==> src/rtl/instruction_reg_if.sv <==
// ---------------------------------------------------------------------------
// instruction_reg_if
//
// Purpose:
//     Bundles the instruction-register datapath signals into one connection.
//     The fetch side drives the raw instruction word. The decode side sees the
//     three fields split out of the held instruction.
//
// Signals:
//     instr_in  - fetched instruction word (INSTR_W bits)
//     opcode    - opcode field of the held instruction (OPC_W bits)
//     addr_Rz   - destination-register address field (REG_W bits)
//     src_imm   - source-operand / immediate / address field (IMM_W bits)
//
// Modports:
//     master - fetch/test side: drives instr_in and observes the fields
//     slave  - instruction register: consumes instr_in and drives the fields
// ---------------------------------------------------------------------------
interface instruction_reg_if #(
    parameter int INSTR_W = 24,
    parameter int OPC_W   = 4,
    parameter int REG_W   = 4,
    parameter int IMM_W   = 16
) ();

    logic [INSTR_W-1:0] instr_in;
    logic [OPC_W-1:0]   opcode;
    logic [REG_W-1:0]   addr_Rz;
    logic [IMM_W-1:0]   src_imm;

    modport master (
        output instr_in,
        input  opcode,
        input  addr_Rz,
        input  src_imm
    );

    modport slave (
        input  instr_in,
        output opcode,
        output addr_Rz,
        output src_imm
    );

endinterface

==> src/rtl/instruction_reg.sv <==
// ---------------------------------------------------------------------------
// instruction_reg
//
// Purpose:
//     Holds one fetched instruction word (IR). It captures the word on every
//     rising clock edge and presents the opcode, destination register and
//     source/immediate fields as plain slices of the held word.
//
// Ports:
//     clk    - single clock; all state changes on its rising edge
//     reset  - synchronous, active-high; clears IR to zero
//     bus    - instruction_reg_if.slave
//                instr_in (in)  : fetched instruction word
//                opcode   (out) : IR[INSTR_W-1 -: OPC_W]
//                addr_Rz  (out) : next REG_W bits below the opcode
//                src_imm  (out) : IR[IMM_W-1:0]
//
// Parameters must satisfy OPC_W + REG_W + IMM_W == INSTR_W. Other
// combinations are unsupported, and the field slices would overlap or
// leave gaps. The interface instance must use the same parameter values.
// ---------------------------------------------------------------------------
module instruction_reg #(
    parameter int INSTR_W = 24,
    parameter int OPC_W   = 4,
    parameter int REG_W   = 4,
    parameter int IMM_W   = 16
) (
    input  logic               clk,
    input  logic               reset,
    instruction_reg_if.slave   bus
);

    logic [INSTR_W-1:0] ir_d;
    logic [INSTR_W-1:0] ir_q;

    // The register loads every cycle. There is no enable, so the next
    // value is always the word currently on the bus.
    always_comb begin
        ir_d = bus.instr_in;
    end

    // Reset takes priority over capture, so instr_in is ignored on a
    // reset edge.
    always_ff @(posedge clk) begin
        if (reset) begin
            ir_q <= '0;
        end else begin
            ir_q <= ir_d;
        end
    end

    // The outputs are driven only from ir_q. This keeps them free of any
    // combinational path from instr_in, so they stay stable between edges.
    assign bus.opcode  = ir_q[INSTR_W-1 -: OPC_W];
    assign bus.addr_Rz = ir_q[INSTR_W-OPC_W-1 -: REG_W];
    assign bus.src_imm = ir_q[IMM_W-1:0];

endmodule

==> src/flat_wrapper.sv <==
// flat-port wrapper written by rule: the top's interface ports become plain ports
module instruction_reg_flat 
#(
    parameter int INSTR_W = 24,
    parameter int OPC_W   = 4,
    parameter int REG_W   = 4,
    parameter int IMM_W   = 16
)
  (clk, reset, bus_instr_in, bus_opcode, bus_addr_Rz, bus_src_imm);
  instruction_reg_if #(.INSTR_W(INSTR_W), .OPC_W(OPC_W), .REG_W(REG_W), .IMM_W(IMM_W)) bus_i ();
  input  logic clk;
  input  logic reset;
  input wire logic [$bits(bus_i.instr_in)-1:0] bus_instr_in;
  output wire logic [$bits(bus_i.opcode)-1:0] bus_opcode;
  output wire logic [$bits(bus_i.addr_Rz)-1:0] bus_addr_Rz;
  output wire logic [$bits(bus_i.src_imm)-1:0] bus_src_imm;
  assign bus_i.instr_in = bus_instr_in;
  assign bus_opcode = bus_i.opcode;
  assign bus_addr_Rz = bus_i.addr_Rz;
  assign bus_src_imm = bus_i.src_imm;
  instruction_reg #(.INSTR_W(INSTR_W), .OPC_W(OPC_W), .REG_W(REG_W), .IMM_W(IMM_W)) u_core (.clk(clk), .reset(reset), .bus(bus_i));
endmodule
==> config.mk <==
export PLATFORM = sky130hd
export DESIGN_NAME = instruction_reg_flat
export DESIGN_NICKNAME = d
export VERILOG_FILES = /design/src/rtl/instruction_reg_if.sv /design/src/rtl/instruction_reg.sv /design/src/flat_wrapper.sv
export SDC_FILE = /design/constraint.sdc
export NUM_CORES = 1
export LEC_CHECK = 0
export ABC_AREA = 1
export BUFFER_PORTS_ARGS = -buffer_cell sky130_fd_sc_hd__buf_2
export CORE_ASPECT_RATIO = 0.75
export CORE_MARGIN = 2
export CORE_UTILIZATION = 34
export DETAILED_ROUTE_END_ITERATION = 6
export PLACE_DENSITY = 0.78
export SLEW_MARGIN = 20
export SYNTH_ARGS = -nofsm -noshare
export SYNTH_HDL_FRONTEND = slang
export SYNTH_SLANG_ARGS = --single-unit
==> constraint.sdc <==
create_clock -name clk -period 0.8 [get_ports clk]
set_clock_uncertainty 0.2 [all_clocks]
set_input_delay 0.08 -clock clk [delete_from_list [all_inputs] [get_ports clk]]
set_output_delay 0.08 -clock clk [all_outputs]
set_load 0.01 [all_outputs]
# Yosys cells after proc, flatten, opt, wreduce, memory -nomap -nowiden
# Cells that the tools add are included.
[totals]
regBits = 24
inputBits = 26
elab_cells = 1

# Longest topological paths before layout
[depth]
depth_word = 0
mapped_depth = 2

# Worst setup path after synthesis
# Ideal clock, no wire load.
[synth_path]
path_type = "reg2out"
start = "register u_core.ir_q[16]"
end = "output bus_addr_Rz[0]"
t_arrival_ns = 0.331
t_required_ns = 0.520
slack_ns = 0.189
path_stages_with_launch = 1
path_buffers = 0
cell_sequence = "dfxtp_1"
[synth_lines]
columns = ["item", "line_no", "rtl"]
rows = [
  ["start: declaration", "instruction_reg.sv:34", "logic [INSTR_W-1:0] ir_q;"],
  ["start signal: assignment", "instruction_reg.sv:48", "ir_q <= ir_d;"],
  ["end: declaration", "flat_wrapper.sv:15", "output wire logic [$bits(bus_i.addr_Rz)-1:0] bus_addr_Rz;"],
]
# No word-level cell between the ends.

# Worst setup path in the final report
[layout_path]
start = "register u_core.ir_q[19]"
end = "output bus_addr_Rz[3]"
# No word-level cell between the ends.

==> metrics.yaml <==
status:
  status: "finished, violations left"
  violations: "negative hold slack, negative setup slack"
cells_and_area:
  final_core_util: 0.6789
  regMostFlops: "u_core.ir_q"
  layout_commonest_cell: "buf_2"
  area_growth_pct: 93.22
  reg_top3: "u_core.ir_q x24"
  finalInstanceArea_um2: 1320
  drive_above_1_share: 0.4527
  nets: 175
  layout_common_cells: "buf_2, nor2_1, inv_1, dlygate4sd3_1"
  fill_cells: 177
  largest_reg_flops: 24
  n_antenna_cell: 0
  fin_cells: 172
worst_setup_path:
  crit_path_end_kind: "primary output"
  cp-startpoint: "u_core.ir_q[19]"
  crit_arrival_ps: 780
  worst-path-buf-inv: 1
  path_cells: "buf_2"
  cp_top_family: "flip-flops"
  path_max_fanout: 1
  path_class: "flip-flop to primary output"
  start_kind: "flip-flop"
  worstPathRequired_ps: 520
  crit_slowest_cell: "dfxtp_1"
  cpPeakStageDelay_ps: 340
grt:
  grt_util_met2: 0.2881
  grt_pass1_wl_um: 2518
  grt_pass1_vias: 623
  globalRouteOverflowTotal: 0
  top_usage_layer: "met2"
  grt_util_met1: 0.1295
  antenna_found_initial: 0
  grt_max_degree: 25
  grtUsageTotal: 0.1414
  met3_usage: 0.05183
sta:
  period_needed_ps: 1057
  holdWs_ps: -100.7
  hold_viol: 24
  rsz0062_at_grt: "yes"
  max_freq_mhz: 945.7
  setup_ws_ps: -257.4
  finalSetupViolations: 25
  finalSetupTns_ps: -5594
  final_max_slew_viol_count: 0
  slew_headroom: 0.9183
  tightest_slew_ps: 122.6
  fin_crit_sh: 1.322
clocking:
  cts_hold_buf: 24
  numCtsBuffers: 3
  cts_root_buf: "clkbuf_4"
  cts_sinks: 24
  cts_tree: "built"
  htreeDepth: 1
  postCtsSetupBuffers: 0
  path_clk_slew_ps: 120
  clockBufferDepth: 2
drt:
  postRouteAntennaNets: 0
  drtIter0Drc: 2
  via_count: 643
  vias_per_cell: 3.738
  drc: 0
  wl_per_cell_um: 9.192
  wl_um: 1581
  detail_route.first_pass.iterations: 2
floorplan:
  die_area_um2: 2388
  io_pins: 50
  row_count: 14
  core_um2: 1944
  die_w_um: 55.76
  dieHeight_um: 42.82
  start_util: 0.3514
logic_synthesis:
  synth_area_um2: 683.2
  syn-num-nets: 100
  ys_seq_area_frac: 0.7033
  synth_cell_type_count: 4
  yosys-top-cells-area: "dfxtp_1, inv_1, nor2_1"
  synth_cells: 74
  yosys.area.top_type: "dfxtp_1"
  syn_area_per_cell_um2: 9.232
  ys_ff_latch: 24
  ys_warn_count: 0
  synth_top_area_frac: 0.7033
pwr:
  switching_share: 0.2152
  peakVddDrop_v: 0.001869
  power.switching_mw: 0.4855
  finalPower_mw: 2.256
  power_density_nw_per_um2: 1709
  internal_power_mw: 1.770
  clkPwrFrac: 0.271
  power_frac_comb: 0.159
  total_leakage_power_nw: 0.7533
  power_frac_seq: 0.571
min_path:
  min_to: "u_core.ir_q[7]"
  hp-class: "input pin to flip-flop"
  min_from: "reset"
  hold-path-cell-count: 3
placement:
  gp_congestion: 0.6372
  placed_cells: 146
  dp_hpwl_um: 1014
  port-buffer-count: 49
  placed_cell_area_um2: 955.9
flow_run:
  cap_violations: 0
## repair_timing
action	4_1_cts	5_1_grt
hold endpoints to repair	24	24
pin swaps	0	0
cloned	0	0
gates resized for setup	6	24
endpoints found under the setup margin	24	31
## how the worst max path moves through the flow
stage,endpoint,slack [ps],depth (start not counted)
after floorplan,bus_addr_Rz[0],190,0
after global placement,u_core.ir_q[5],90,3
after detailed placement,u_core.ir_q[22],60,3
after CTS,bus_src_imm[15],-260,1
after global routing,bus_addr_Rz[3],-300,1
final,bus_addr_Rz[3],-260,1
## kinds of logic after synthesis
kind of cell,Yosys count,share of synthesized area
buf+inv,26,0.1648
flops,24,0.7033
simple gates,24,0.1319
## through the flow
stage / hold slack [ps] / setup WS, ps
final: -100.7 / -257.4
after global routing: -109.9 / -302.8
after CTS: -98.05 / -262.7
after detailed placement: 88.21 / 55.18
after global placement: 80.96 / 94.69
after floorplan: -48.82 / 189.2
## synthesized netlist by cell type
| cell type | n |
|---|---|
| buf_6 | 2 |
| dfxtp_1 | 24 |
| inv_1 | 24 |
| nor2_1 | 24 |
## layer usage
| metal | vias up | wire length, µm |
|---|---|---|
| li1 | 344 | - |
| met1 | 274 | 545 |
| met2 | 23 | 928 |
| met3 | 2 | 92 |
| met4 | 0 | 14 |
| met5 | - | 0 |
## worst min-delay path, delay by kind of cell
kind	cells	cell delay, ps
buffers and inverters	2	250
AND/OR/NAND/NOR	1	50
## layout make-up
class                           count  area [µm²]  area share
Clock buffer                        4       36.28     0.02749
Sequential cell                    24       495.5      0.3754
Timing Repair Buffer               72       578.1      0.4379
Tap cell                           24       30.03     0.02275
Multi-Input combinational cell     24       90.09     0.06825
Inverter                           24       90.09     0.06825
## power by group through the flow
stage	clock, mW	sequential [mW]	combinational [mW]
CTS	0.637	1.28	0.332
detailed placement	0	1.30	0.234
global route	0.694	1.29	0.392
floorplan	0	1.34	0.0640
global placement	0	1.30	0.228
finish	0.610	1.29	0.358
(Power assumes the default switching activity.)
